**config.mk**
```make
export PLATFORM = sky130hd
export DESIGN_NAME = exec_cc_stage
export DESIGN_NICKNAME = d
export VERILOG_FILES = /design/src/rtl/exec_cc_stage.sv
export SDC_FILE = /design/constraint.sdc
export NUM_CORES = 1
export LEC_CHECK = 0
export BUFFER_PORTS_ARGS = -buffer_cell sky130_fd_sc_hd__buf_2
export CAP_MARGIN = 5
export CORE_UTILIZATION = 41
export CTS_BUF_LIST = sky130_fd_sc_hd__clkbuf_8 sky130_fd_sc_hd__clkbuf_16
export DETAILED_ROUTE_END_ITERATION = 16
export PLACE_DENSITY = 0.72
export SETUP_SLACK_MARGIN = 0.5
export SYNTH_ARGS = -nofsm -noshare
export SYNTH_HDL_FRONTEND = slang
export SYNTH_SLANG_ARGS = --single-unit
```
**constraint.sdc**
```tcl
create_clock -name clk -period 80.3 [get_ports clk]
set_input_delay 16.06 -clock clk [delete_from_list [all_inputs] [get_ports clk]]
set_output_delay 16.06 -clock clk [all_outputs]
set_load 0.01 [all_outputs]
```
**src/rtl/exec_cc_stage.sv**
```systemverilog
// rtl/exec_cc_stage.sv - Y86 execute stage: ALU, condition codes and E->M pipeline register

module exec_cc_ripple_addsub #(
    parameter int W = 64
) (
    input  logic [W-1:0] in1,
    input  logic [W-1:0] in2,
    input  logic         mode,
    output logic [W-1:0] sum,
    output logic         overflow
);

    logic [W:0]   carry;
    logic [W-1:0] in2_x;

    assign carry[0] = mode;

    // mode=1 inverts in2 and injects the +1 through the carry-in: in1 - in2.
    for (genvar i = 0; i < W; i++) begin : g_bit
        assign in2_x[i]    = in2[i] ^ mode;
        assign sum[i]      = in1[i] ^ in2_x[i] ^ carry[i];
        assign carry[i+1]  = (in1[i] & in2_x[i]) | (carry[i] & (in1[i] ^ in2_x[i]));
    end

    assign overflow = carry[W] ^ carry[W-1];

endmodule

module exec_cc_stage #(
    parameter int W = 64
) (
    input  logic         clk,
    input  logic         rst,
    input  logic         in_valid,
    input  logic [3:0]   icode,
    input  logic [3:0]   ifun,
    input  logic [W-1:0] valA,
    input  logic [W-1:0] valB,
    input  logic [W-1:0] valC,
    input  logic         stall,
    input  logic         bubble,
    input  logic         set_cc_en,
    output logic         out_valid,
    output logic [3:0]   out_icode,
    output logic [W-1:0] valE,
    output logic         Cnd,
    output logic [2:0]   cc
);

    localparam logic [3:0] I_NOP   = 4'h1;
    localparam logic [3:0] I_RRMOV = 4'h2;
    localparam logic [3:0] I_IRMOV = 4'h3;
    localparam logic [3:0] I_RMMOV = 4'h4;
    localparam logic [3:0] I_MRMOV = 4'h5;
    localparam logic [3:0] I_OPQ   = 4'h6;
    localparam logic [3:0] I_JXX   = 4'h7;
    localparam logic [3:0] I_CALL  = 4'h8;
    localparam logic [3:0] I_RET   = 4'h9;
    localparam logic [3:0] I_PUSH  = 4'hA;
    localparam logic [3:0] I_POP   = 4'hB;

    localparam logic [3:0] F_ADD = 4'h0;
    localparam logic [3:0] F_SUB = 4'h1;
    localparam logic [3:0] F_AND = 4'h2;
    localparam logic [3:0] F_XOR = 4'h3;

    localparam logic [2:0] CC_RESET = 3'b100;
    localparam logic [W-1:0] STACK_STEP = W'(8);

    logic         out_valid_q, out_valid_d;
    logic [3:0]   out_icode_q, out_icode_d;
    logic [W-1:0] val_e_q, val_e_d;
    logic         cnd_q, cnd_d;
    logic [2:0]   cc_q, cc_d;

    logic [W-1:0] alu_a, alu_b, alu_result, adder_sum;
    logic [3:0]   alu_fun;
    logic         adder_ovf, alu_of;
    logic         zf, sf, of, cond_met;
    logic [2:0]   new_cc;

    always_comb begin
        alu_a = '0;
        unique case (icode)
            I_RRMOV, I_OPQ:          alu_a = valA;
            I_IRMOV, I_RMMOV, I_MRMOV: alu_a = valC;
            I_CALL, I_PUSH:          alu_a = -STACK_STEP;
            I_RET, I_POP:            alu_a = STACK_STEP;
            default:                 alu_a = '0;
        endcase
        alu_b   = (icode == I_IRMOV || icode == I_RRMOV) ? '0 : valB;
        alu_fun = (icode == I_OPQ) ? ifun : F_ADD;
    end

    exec_cc_ripple_addsub #(.W(W)) u_addsub (
        .in1      (alu_b),
        .in2      (alu_a),
        .mode     (alu_fun == F_SUB),
        .sum      (adder_sum),
        .overflow (adder_ovf)
    );

    always_comb begin
        alu_result = '0;
        alu_of     = 1'b0;
        case (alu_fun)
            F_ADD, F_SUB: begin
                alu_result = adder_sum;
                alu_of     = adder_ovf;
            end
            F_AND:   alu_result = alu_b & alu_a;
            F_XOR:   alu_result = alu_b ^ alu_a;
            default: alu_result = '0;
        endcase
        new_cc = {(alu_result == '0), alu_result[W-1], alu_of};
    end

    // Conditions always look at the registered flags, so an OPQ in the
    // previous cycle is already visible to the JXX/CMOV now in execute.
    always_comb begin
        {zf, sf, of} = cc_q;
        cond_met = 1'b0;
        case (ifun)
            4'h0:    cond_met = 1'b1;
            4'h1:    cond_met = (sf ^ of) | zf;
            4'h2:    cond_met = sf ^ of;
            4'h3:    cond_met = zf;
            4'h4:    cond_met = ~zf;
            4'h5:    cond_met = ~(sf ^ of);
            4'h6:    cond_met = ~(sf ^ of) & ~zf;
            default: cond_met = 1'b0;
        endcase
    end

    always_comb begin
        out_valid_d = out_valid_q;
        out_icode_d = out_icode_q;
        val_e_d     = val_e_q;
        cnd_d       = cnd_q;
        cc_d        = cc_q;
        if (rst) begin
            out_valid_d = 1'b0;
            out_icode_d = I_NOP;
            val_e_d     = '0;
            cnd_d       = 1'b0;
            cc_d        = CC_RESET;
        end else if (bubble || (!stall && !in_valid)) begin
            out_valid_d = 1'b0;
            out_icode_d = I_NOP;
            val_e_d     = '0;
            cnd_d       = 1'b0;
        end else if (!stall) begin
            out_valid_d = 1'b1;
            out_icode_d = icode;
            val_e_d     = alu_result;
            cnd_d       = (icode == I_RRMOV || icode == I_JXX) ? cond_met : 1'b0;
            if (icode == I_OPQ && set_cc_en) begin
                cc_d = new_cc;
            end
        end
    end

    always_ff @(posedge clk) begin
        out_valid_q <= out_valid_d;
        out_icode_q <= out_icode_d;
        val_e_q     <= val_e_d;
        cnd_q       <= cnd_d;
        cc_q        <= cc_d;
    end

    assign out_valid = out_valid_q;
    assign out_icode = out_icode_q;
    assign valE      = val_e_q;
    assign Cnd       = cnd_q;
    assign cc        = cc_q;

endmodule

```
==> run summary <==
Status: finished clean
GRT Total Usage: 0.285
Leak Pwr: 4.64 nW
Non-filler cells, final: 1380
H-Tree Level Count: 3
Cells after Synth: 889
Slowest-stage cell, CP: nand3_4
Initial Utilization: 0.422
Via count: 8171
Final GP Congestion: 0.933
R2R Setup Slk: 79130 ps
Die area: 20800 um2
Multi-input gate area: 6490 um2
CP Data Required Time: 80570 ps
WHS Endpoint: valE[32]$_SDFFE_PP0N_
DRC viols: 0
Vias in the first global route: 7923
Nets: 1442
Fin Clk Skew: 0.913 ps
Mean Syn Cell Area: 9.32 um2
Yosys cell types: 57
Vias per inst: 5.92
Total gr overflow: 0
Post-synth EDFFs: 0
Setup WS post-layout: 31950 ps
Fin crit period: 48350 ps
Reg clk slew, reported paths: 60 ps
Area share of the largest cell type after synthesis: 0.176
Top cells by area, synth: dfxtp_1 (18%), fa_1 (15%), a221o_1 (12%)
CTS root buf: clkbuf_16
# IOs: 279
Unrepaired setup endpoints after global routing: no
First-pass GRT wire length: 44100 um
Crit path kind: in2reg
Period Utilization, post-route: 0.602
Synth warnings: 0
DIE WIDTH: 144 um
CP most frequent cell: fa_1
Sequential area share after synthesis: 0.176
Flops & latches, synth: 73
Area after DPL: 9790 um2
# Post-CTS Setup Buffers: 0
Resized Gates After CTS: 0
Ys async rst share: 0
Worst Setup End Kind: flop
Chip height: 144 um
TritonCTS clock tree: done
Fin. Hold Viols: 0
PortBufs: 278
Max Cap Viol: 0
Post-route cell area: 10100 um2
First-pass iteration count of the detailed router: 5
Peak supply drop: 0.00804 mV
Slew Viols, Final: 0
Final setup vio count: 0
Area growth syn-to-layout: 22.0%
HP Class: reg2reg
Core region area: 19700 um2
Max FO, Critical Path: 40
Placed Instances: 1363
Ys flop type: dfxtp_1
DRT iter0 DRCs: 741
Worst path max stage delay: 680 ps
Post-Syn Area: 8280 um2
Antenna violations before repair: 4
Clk sink count: 73
Post-synth net total: 1222
CTS Buf Count: 9
Worst skew pair latency: 350 ps
Cell Pwr Density: 14.6 nW/um2
RR Endpoint: Cnd$_SDFFE_PP0N_
R2R depth: 5
Largest net degree at the start of global routing: 78
Row cnt: 51
Hold buffer count at CTS: 0
Layout cells sized above 1: 0.319
Min-delay src: valE[32]$_SDFFE_PP0N_
Worst flop-to-flop path startpoint: cc[0]$_SDFFE_PP0P_
WP data arrival: 48610 ps
DP Wirelength: 23000 um
DP Worst Slack: 31600 ps
Worst slew margin: 0.288
FILL cells: 1913
Sequential cell area: 1460 um2
Largest area contributor in the synthesized netlist: dfxtp_1
Setup crit start kind: input pin
FMAX: 20.7 MHz
Hold Crit Depth: 2
Final WL: 29500 um
Least-Margin Pin Slew: 1050 ps
Setup TNS: 0 ps
Clk buf depth: 2
DR WL/cell: 21.4 um
ANT nets after route: 0
[cell usage in the layout, fill, tap and decap left out, drive strengths merged, types with 3 or more instances in the layout]
cell and n:
buf 289, a221o 96, nor2 82, dfxtp 73, xnor2 64, ha 64
and2 64, fa 63, o21ai 43, mux2 43, nand2 34, mux2i 28
a21oi 28, nor4 18, a2bb2oi 12, clkbuf 12, nor3 8, o2bb2ai 8
inv 8, a22oi 7, or4 7, nand3 7, nand2b 6, nand4 4
diode 3, xor2 3, a22o 3, o2111ai 3, o22ai 3, o211a 3
[state kept, by name, summed over array words and instances, names as in the netlist]
signal     count
valE          64
out_icode      4
cc             3
Cnd            1
out_valid      1
[cell type report]
type	count	share of cell area
antenna	3	0.000743
clock buffer	12	0.0264
clock inverter	2	0.00372
inverter	8	0.00297
multi-input combinational	728	0.643
sequential	73	0.145
tap	265	0.0328
timing repair buffer	289	0.146
[report_power, final]
group	internal, mW	switching, mW	leakage, nW
Sequential	0.0378	0.000743	0.594
Combinational	0.0301	0.0364	3.90
Clock	0.0263	0.0166	0.147
[per-stage QoR]
step                hold WS (ps)  utilization  total power [mW]
floorplan                    486            -            0.0817
global placement             449        0.498             0.104
finish                       458        0.514             0.148
global route                 484        0.514             0.156
detailed placement           452        0.498             0.104
CTS                          459        0.514             0.147
[synth_stat cells (all sizes together), types with 2 or more instances]
master / number
nor4: 18
a2111oi: 2
a2bb2oi: 12
nand3: 7
o221ai: 2
and2: 64
nor2: 82
nor2b: 2
nand2b: 6
xor2: 3
ha: 64
o211ai: 2
o2bb2ai: 8
dfxtp: 73
mux2i: 28
a21oi: 28
buf: 31
nor3: 8
nand4: 4
o21a: 2
o21ai: 43
o2111ai: 3
inv: 8
o211a: 3
a22o: 3
a22oi: 7
nand2: 34
fa: 63
clkbuf: 49
o22ai: 3
mux2: 43
a221o: 96
xnor2: 64
or4: 7
[routing by layer]
layer	wire length (um)	up-vias	track usage
met5	15	-	0
met4	1050	2	0.131
met3	2230	71	0.0444
met2	13500	423	0.460
met1	12800	3924	0.374
li1	-	3751	-
[critical path, delay by kind of cell]
| family | cells | cell delay [ps] |
|---|---|---|
| AO/OA/AOI/OAI | 4 | 850 |
| XOR/XNOR | 1 | 380 |
| adder cells (fa/ha/maj) | 63 | 28940 |
| buffers and inverters | 3 | 350 |
| AND/OR/NAND/NOR | 4 | 2020 |
[kinds of logic after synthesis]
logic type      share of synthesized area
buf+inv                            0.0462
simple gates                        0.150
fa+ha+maj                           0.249
flops                               0.176
xor+xnor                           0.0708
mux                                0.0923
compound gates                      0.215
[how the worst max path moves through the flow]
| stage | start | endpoint | cells past startpoint |
|---|---|---|---|
| final | icode[0] | cc[2]$_SDFFE_PP1P_ | 75 |
| after global routing | icode[0] | cc[2]$_SDFFE_PP1P_ | 75 |
| after CTS | icode[0] | cc[2]$_SDFFE_PP1P_ | 75 |
| after detailed placement | icode[0] | cc[2]$_SDFFE_PP1P_ | 75 |
| after global placement | ifun[0] | cc[2]$_SDFFE_PP1P_ | 75 |
| after floorplan | ifun[0] | cc[2]$_SDFFE_PP1P_ | 79 |
(Power assumes the default switching activity.)
